$ cat config.mk
export PLATFORM = sky130hd
export DESIGN_NAME = powerup_timer_bank
export DESIGN_NICKNAME = d
export VERILOG_FILES = /design/src/rtl/powerup_pkg.sv /design/src/rtl/powerup_channel.sv /design/src/rtl/powerup_timer_bank.sv
export SDC_FILE = /design/constraint.sdc
export NUM_CORES = 1
export LEC_CHECK = 0
export CAP_MARGIN = 5
export CORE_UTILIZATION = 50
export CTS_CLUSTER_SIZE = 25
export DETAILED_ROUTE_END_ITERATION = 10
export GPL_TIMING_DRIVEN = 0
export PLACE_DENSITY = 0.73
export SLEW_MARGIN = 20
export SYNTH_ARGS = -nofsm -noshare
export SYNTH_HDL_FRONTEND = slang
export SYNTH_HIERARCHICAL = 1
export SYNTH_SLANG_ARGS = --single-unit
$ cat constraint.sdc
create_clock -name clk -period 3.3 [get_ports clk]
set_clock_uncertainty 0.2 [all_clocks]
set_input_delay 0.495 -clock clk [delete_from_list [all_inputs] [get_ports clk]]
set_output_delay 0.495 -clock clk [all_outputs]
set_load 0.01 [all_outputs]
$ cat src/rtl/powerup_pkg.sv
// Shared constants for the power-up timer bank: channel state encoding,
// the prescaler default for the 65 MHz board clock, and the default
// durations the game logic hands out for each power-up type.
package powerup_pkg;

  // Channel state encoding. A channel is either idle or counting down.
  localparam logic [0:0] ST_IDLE = 1'b0;
  localparam logic [0:0] ST_RUN  = 1'b1;

  // Board clock and the resulting one-second tick period (minus one).
  localparam int unsigned CLK_HZ        = 65_000_000;
  localparam int unsigned DEF_PRESCALER = CLK_HZ - 1;

  // Default power-up durations in ticks, used by the instantiating
  // game module to drive grant_time.
  localparam int unsigned PP1_TICKS = 3;
  localparam int unsigned PP2_TICKS = 2;
  localparam int unsigned PP3_TICKS = 5;
  localparam int unsigned PP4_TICKS = 4;

  // Smallest legal channel-index width for a given channel count.
  function automatic int unsigned ch_index_width(input int unsigned n);
    ch_index_width = (n <= 1) ? 1 : $clog2(n);
  endfunction

endpackage

$ cat src/rtl/powerup_channel.sv
// One power-up countdown channel: IDLE/RUN state, remaining-time counter,
// optional saturating extension on re-grant, and a one-cycle expiry pulse.
// Priority inside the channel is clear > load > tick, so a load arriving
// on the same cycle as a tick suppresses that tick's decrement (and any
// expiry it would have caused).
module powerup_channel
  import powerup_pkg::*;
#(
  parameter int CNT_W       = 4,
  parameter int EXTEND_MODE = 0
) (
  input  logic             clk,
  input  logic             reset,
  input  logic             tick,
  input  logic             clear,
  input  logic             load_en,
  input  logic [CNT_W-1:0] load_val,
  output logic [0:0]       state_dbg,
  output logic [CNT_W-1:0] remaining,
  output logic             expire_pulse
);

  localparam logic [CNT_W-1:0] CNT_ONE = CNT_W'(1);

  logic [0:0]       state_q;
  logic [0:0]       state_n;
  logic [CNT_W-1:0] rem_n;
  logic             exp_n;
  logic [CNT_W:0]   sum_wide;
  logic [CNT_W-1:0] sum_sat;
  logic [CNT_W-1:0] load_next;

  // Saturating extension: add in CNT_W+1 bits, clamp to all-ones on carry.
  always_comb begin
    sum_wide = {1'b0, remaining} + {1'b0, load_val};
    sum_sat  = sum_wide[CNT_W] ? {CNT_W{1'b1}} : sum_wide[CNT_W-1:0];
    // In IDLE remaining is zero, so extension reduces to a plain load.
    load_next = (EXTEND_MODE != 0) ? sum_sat : load_val;
  end

  // Next-state logic for the channel FSM, counter and expiry pulse.
  always_comb begin
    state_n = state_q;
    rem_n   = remaining;
    exp_n   = 1'b0;
    if (clear) begin
      state_n = ST_IDLE;
      rem_n   = '0;
    end else if (load_en) begin
      state_n = ST_RUN;
      rem_n   = load_next;
    end else begin
      case (state_q)
        ST_RUN: begin
          if (tick) begin
            if (remaining == CNT_ONE) begin
              state_n = ST_IDLE;
              rem_n   = '0;
              exp_n   = 1'b1;
            end else begin
              rem_n = remaining - CNT_ONE;
            end
          end
        end
        default: begin
          state_n = ST_IDLE;
          rem_n   = '0;
        end
      endcase
    end
  end

  // Channel registers; reset drops the channel silently.
  always_ff @(posedge clk or posedge reset) begin
    if (reset) begin
      state_q      <= ST_IDLE;
      remaining    <= '0;
      expire_pulse <= 1'b0;
    end else begin
      state_q      <= state_n;
      remaining    <= rem_n;
      expire_pulse <= exp_n;
    end
  end

  assign state_dbg = state_q;

endmodule

$ cat src/rtl/powerup_timer_bank.sv
// Multi-channel power-up duration timer. A single free-running prescaler
// produces a tick every PRESCALER+1 clocks; every channel counts down on
// that shared tick. The prescaler is never restarted by a grant, so a
// grant of N ticks lasts between (N-1)*(PRESCALER+1)+1 and N*(PRESCALER+1)
// clocks depending on the prescaler phase at grant time.
//
// Grant interface: grant is a valid-only strobe with no ready; a grant is
// always accepted on the rising edge where grant is high, provided
// grant_ch addresses an existing channel and grant_time is non-zero.
// Anything else is dropped without side effects. At most one grant per cycle.
module powerup_timer_bank
  import powerup_pkg::*;
#(
  parameter int NUM_CH      = 4,
  parameter int CH_W        = 2,
  parameter int CNT_W       = 4,
  parameter int PRESCALER   = DEF_PRESCALER,
  parameter int TICK_W      = 26,
  parameter int EXTEND_MODE = 0
) (
  input  logic                    clk,
  input  logic                    reset,
  input  logic                    grant,
  input  logic [CH_W-1:0]         grant_ch,
  input  logic [CNT_W-1:0]        grant_time,
  input  logic                    clear_all,
  input  logic                    pause,
  output logic [NUM_CH-1:0]       active,
  output logic [NUM_CH*CNT_W-1:0] remaining,
  output logic [NUM_CH-1:0]       expire_pulse
);

  localparam logic [TICK_W-1:0] PRESC_MAX = TICK_W'(PRESCALER);
  localparam logic [CH_W:0]     CH_LIMIT  = (CH_W + 1)'(NUM_CH);

  logic [TICK_W-1:0] presc_q;
  logic              tick;
  logic              grant_ok;
  logic [NUM_CH-1:0] load_en;
  logic [0:0]        ch_state [NUM_CH];

  // Tick fires on the terminal prescaler count unless paused.
  assign tick = (presc_q == PRESC_MAX) && !pause;

  // Shared prescaler: counts 0..PRESCALER, holds while paused, ignores clear_all.
  always_ff @(posedge clk or posedge reset) begin
    if (reset) begin
      presc_q <= '0;
    end else if (!pause) begin
      if (presc_q == PRESC_MAX) begin
        presc_q <= '0;
      end else begin
        presc_q <= presc_q + TICK_W'(1);
      end
    end
  end

  // A grant is usable only for an existing channel and a non-zero duration.
  always_comb begin
    grant_ok = grant && ({1'b0, grant_ch} < CH_LIMIT) && (grant_time != '0);
  end

  for (genvar i = 0; i < NUM_CH; i++) begin : g_ch
    // Per-channel load strobe decoded from the shared grant bus.
    assign load_en[i] = grant_ok && (grant_ch == CH_W'(i));

    powerup_channel #(
      .CNT_W       (CNT_W),
      .EXTEND_MODE (EXTEND_MODE)
    ) u_channel (
      .clk          (clk),
      .reset        (reset),
      .tick         (tick),
      .clear        (clear_all),
      .load_en      (load_en[i]),
      .load_val     (grant_time),
      .state_dbg    (ch_state[i]),
      .remaining    (remaining[i*CNT_W +: CNT_W]),
      .expire_pulse (expire_pulse[i])
    );

    // active is the registered RUN state of the channel.
    assign active[i] = (ch_state[i] == ST_RUN);
  end

endmodule

# Yosys cells after proc, flatten, opt, wreduce, memory -nomap -nowiden
# Index checks and enable logic that the tools add are counted.
word_totals:
  out_inout_bits: 24
  regBits: 50
  input_bits: 11
  wordCells: 100
op_classes:
  muxes: 61
  n_reduce_logical: 9
  eq_ne: 12
  n_addsub: 5
ops:
  columns: ["operator", "count"]
  rows:
  - ["4-bit 2-to-1 mux", 20]
  - ["1-bit 2-to-1 mux", 40]
  - ["26-bit by 1-bit adder with 26-bit output, second input constant", 1]
  - ["26-bit == test, second input constant", 1]
  - ["26-bit 2-to-1 mux", 1]
  - ["4-bit by 1-bit == test with 1-bit output, second input constant", 4]
  - ["4-bit by 1-bit subtractor with 4-bit output, second input constant", 4]
  - ["4-bit by 3-bit != test with 1-bit output, second input constant", 3]
  - ["1-bit logical AND", 6]
  - ["2-bit == test, second input constant", 2]
  - ["4-bit by 2-bit != test with 1-bit output, second input constant", 1]
  - ["4-bit nonzero test", 1]
  - ["2-bit by 1-bit == test with 1-bit output, second input constant", 1]
  - ["2-bit zero test", 1]
  - ["1-bit zero test", 1]

# Depth between registers and ports, before layout
logic_depth:
  depth_word: 6
  depth_mapped: 8

# Hierarchy
# Netlist, hierarchy kept.
by_module_without_submodules:
  columns: ["module", "seq_area_each_um2", "instances", "area_each_um2", "cells_each"]
  rows:
  - ["powerup_channel", 150.1, 4, 366.6, 36]
  - ["powerup_timer_bank", 650.6, 1, 1427.6, 146]

# Least setup slack after synthesis
# OpenSTA, ideal clock, no wires.
synth_path:
  kind: "register to register"
  start: "register presc_q[0]"
  end: "register g_ch[0].u_channel.remaining[3]"
  path_slack_ns: 0.473
  path_buffers: 1
  arrival_time_ns: 2.503
  path_stages_with_launch: 9
  required_ns: 2.975
  setup_time_ns: 0.125
  cell_sequence: "dfrtp_1 > ha_1 > nand4b_1 > or4_1 > nor2_2 > buf_2 > nor4b_4 > mux2i_1 > a21oi_1"
synth_via:
  elab_chain_cells: 3
synth_rtl:
  columns: ["element", "line_no", "text"]
  rows:
  - ["start, declared", "powerup_timer_bank.sv:36", "logic [TICK_W-1:0] presc_q;"]
  - ["start signal, assigned", "powerup_timer_bank.sv:53", "presc_q <= presc_q + TICK_W'(1);"]
  - ["26-bit == test", "powerup_timer_bank.sv:43", "assign tick = (presc_q == PRESC_MAX) && !pause;"]
  - ["1-bit logical AND", "powerup_timer_bank.sv:43", null]
  - ["named net tick", "powerup_timer_bank.sv:37", "logic tick;"]
  - ["4-bit by 2-bit != test with 1-bit output (no line)", null, null]
  - ["end signal, assigned", "powerup_channel.sv:81", "remaining <= rem_n;"]
  - ["end, declared", "powerup_channel.sv:19", "output logic [CNT_W-1:0] remaining,"]
# The timed path passes the listed nets, and every way through them passes these cells.
# A chain may end at the register's enable or synchronous reset.

# Worst setup path after layout
layout_path:
  start: "input port pause"
  end: "register g_ch[3].u_channel.remaining[3]"
layout_via:
  elab_chain_cells: 3
layout_rtl:
  columns: ["element", "line_no", "text"]
  rows:
  - ["start, declared", "powerup_timer_bank.sv:27", "input logic pause,"]
  - ["1-bit zero test", null, null]
  - ["1-bit logical AND", "powerup_timer_bank.sv:43", null]
  - ["named net tick", "powerup_timer_bank.sv:37", null]
  - ["4-bit by 3-bit != test with 1-bit output (no line)", null, null]
  - ["end signal, assigned", "powerup_channel.sv:81", null]
  - ["end, declared", "powerup_channel.sv:19", null]
# The timed path passes the listed nets, and every way through them passes these cells.

==> results.toml <==
[synthesis]
yosys-mux-area-fraction = 0.0242
yosysSeqAreaShare = 0.432
synth_edf_count = 0
synthTopCellsByArea = "dfrtp_1 (43%), a21oi_1 (4.8%), ha_1 (4.3%)"
yosys.area_share.simple = 0.275
synthMostInstantiatedCell = "dfrtp_1"
synth_top_family_by_area = "simple AND/OR/NAND/NOR gates"
syn_nets = 311
ys_seq_elements = 50
yosys.area.top_type = "dfrtp_1"
synth_top_area_share = 0.432
synthTopCellsByCount = "dfrtp_1 (50), a21oi_1 (28), nand2_1 (24)"
synth_xor_area_frac = 0.0575
synth-compound-area-share = 0.124
synth_ff_type = "dfrtp_1"
synthArstFlopShare = 1.00
syn_area_per_cell_um2 = 9.98
netlist_instances = 290
synthesis.area_um2 = 2890
yosysWarnings = 6
ys_types = 44
synthAdderAreaFrac = 0.0432

[sta]
finalMaxSlewViolations = 0
worst_pin_slew_ns = 0.994
rsz0062_at_grt = "no"
setup_viol = 0
max_freq_mhz = 322
setup-tns-final_ns = 0
period_needed_ns = 3.11
hold_viol = 0
period_share = 0.941
slew_headroom = 0.335

[drt]
drtPass1Iterations = 4
final_antenna_net_count = 0
drtIter0Drc = 197
num_vias = 2327
vias_per_cell = 5.73
drt-total-wl_mm = 6.21
detail_route.drc_violations = 0
routedWlPerCell_um = 15.3

[floorplan]
die_y_um = 78.1
rows = 27
core_um2 = 5540
die_x_um = 78.1
io_pins = 35
initial_utilization = 0.522
dieArea_um2 = 6100

[layout]
syn_to_final_growth_pct = 19.0
fillCellCount = 485
final_layout_size_suffix_gt1_frac = 0.102
post-route-util = 0.622
multi_input_area_um2 = 1520
antennaDiodeCount = 0
nets = 354
ff_latch_area_um2 = 1250
final_cell_count_no_fill = 406

[clocking]
cts_tree = "yes"
clk_pin_slew_ns = 0.10
cts_sinks = 50
cts-root-buf = "clkbuf_8"
cts_buffers = 5
clk_path_buf_depth = 2
htree_levels = 2
clk_latency_ns = 0.30

[worst_setup_path]
r2r_end = "g_ch[3].u_channel/remaining[3]$_DFFE_PP0P_"
r2r_cells = 8
cp.required_ns = 3.23
reg2reg_from = "presc_q[0]$_DFFE_PP0N_"
crit_type = "in2reg"
cp_max_fo = 33
cp-end-kind = "flip-flop"
crit_arrival_ns = 3.04
crit_path_start_kind = "input pin"
worstSetupStartpoint = "pause"
timing.reg2reg.setup_slack_ns = 0.41

[placement]
portBuffers = 34
dp_cells = 396
gp_congestion = 0.798
hpwl_mm = 4.39

[power_and_ir_drop]
pwr_density_cell_nw_per_um2 = 382
ir_drop_mv = 0.283
leakagePower_nw = 1.35

[run_status]
status = "finished clean"

[worst_hold_path]
hold_path.startpoint = "presc_q[18]$_DFFE_PP0N_"
hold_depth = 1
holdPathEnd = "presc_q[18]$_DFFE_PP0N_"
hold_class = "reg2reg"

[grt]
antenna_found_initial = 0
overflow = 0
grt_use_total = 0.218
grt_max_degree = 34
grt_pass1_vias = 2198
grt_pass1_wl_mm = 10.5

[run]
maxCapViolations = 0
[layout by cell type (no fill, tap or decap), types with 2 or more instances in the layout]
master	instances
dfrtp_1	50
clkdlybuf4s50_1	34
a21oi_1	28
nand2_1	24
nor2_1	23
inv_1	22
xnor2_1	11
nand4_1	10
ha_1	10
xor2_1	8
mux2i_1	7
or4_1	6
nor4b_1	5
nor4_1	5
o31ai_1	5
nor3b_1	5
clkbuf_8	5
o21ai_0	4
nand3_1	4
nor3_1	4
a211o_1	4
buf_2	4
nor2b_2	4
a211oi_2	4
a22oi_1	4
nand4bb_1	4
and3b_1	4
nor4b_4	4
o211ai_1	4
buf_6	2
or3_2	2
nand4b_1	2
and4_1	2
or3_1	2
clkinvlp_4	2
buf_4	2
[routing by layer]
layer / up-vias / part of all wire / track usage
met5: - / 0 / 0
met4: 0 / 0.0052 / 0.0407
met3: 4 / 0.058 / 0.0372
met2: 65 / 0.47 / 0.346
met1: 1121 / 0.47 / 0.316
li1: 1137 / - / -
[stage by stage]
step | cell area [um2] | hold slack (ns) | setup slack (ns) | power (mW)
6_report | 3440 | 0.300 | 0.195 | 1.32
5_1_grt | 3440 | 0.334 | 0.0360 | 1.39
4_1_cts | 3430 | 0.298 | 0.0732 | 1.33
3_5_place_dp | 3320 | 0.287 | -0.667 | 0.958
3_3_place_gp | 3320 | 0.279 | -0.620 | 0.949
2_1_floorplan | 2890 | 0.0860 | 0.473 | 0.881
[sequential cells by signal, indices dropped and copies added, names as in the netlist]
register	flops
g_ch.u_channel/expire_pulse	4
presc_q	26
g_ch.u_channel/state_dbg	4
g_ch.u_channel/remaining	16
[final cells by class]
type                            count  share of cell area
Buffer                              7              0.0134
Tap cell                           72              0.0262
Inverter                           23              0.0251
Clock buffer                        5              0.0200
Sequential cell                    50               0.363
Multi-Input combinational cell    210               0.442
Clock inverter                      3             0.00690
Timing Repair Buffer               36               0.103
[worst max-delay path, stage by stage]
cell and delay (ns):
clkdlybuf4s50_1 0.52, nand4b_1 0.33, or4_1 0.53, nor2_4 0.29, buf_6 0.31, nor4b_4 0.26
mux2i_1 0.21, a21oi_1 0.08
[power breakdown]
part / total, mW / switching (mW) / internal, mW
registers: 0.736 / 0.0708 / 0.665
clock network: 0.366 / 0.214 / 0.152
logic: 0.214 / 0.114 / 0.0995
total: 1.32 / 0.399 / 0.917
[timing repair]
| item | 4_1_cts | 5_1_grt |
|---|---|---|
| hold buffers | 0 | 0 |
| endpoints found under the setup margin | 24 | 8 |
| resized for setup | 3 | 0 |
| buffers inserted | 0 | 2 |
[how the worst max path moves through the flow]
stage / endpoint / slack, ns / depth (start not counted)
4_1_cts: g_ch[2].u_channel/remaining[3]$_DFFE_PP0P_ / 0.07 / 8
3_5_place_dp: g_ch[2].u_channel/remaining[3]$_DFFE_PP0P_ / -0.67 / 8
5_1_grt: g_ch[2].u_channel/remaining[3]$_DFFE_PP0P_ / 0.04 / 8
3_3_place_gp: g_ch[2].u_channel/remaining[3]$_DFFE_PP0P_ / -0.62 / 8
6_report: g_ch[3].u_channel/remaining[3]$_DFFE_PP0P_ / 0.19 / 8
2_1_floorplan: g_ch[0].u_channel/remaining[3]$_DFFE_PP0P_ / 0.47 / 8
[cell families (layout without fill, tap and decap cells)]
group           after synthesis  in the layout
compound gates               55             55
xor+xnor                     19             19
fa+ha+maj                    10             10
buf+inv                      30             74
flops                        50             50
mux                           7              7
simple gates                119            119
Power figures use the tool's default switching activity.
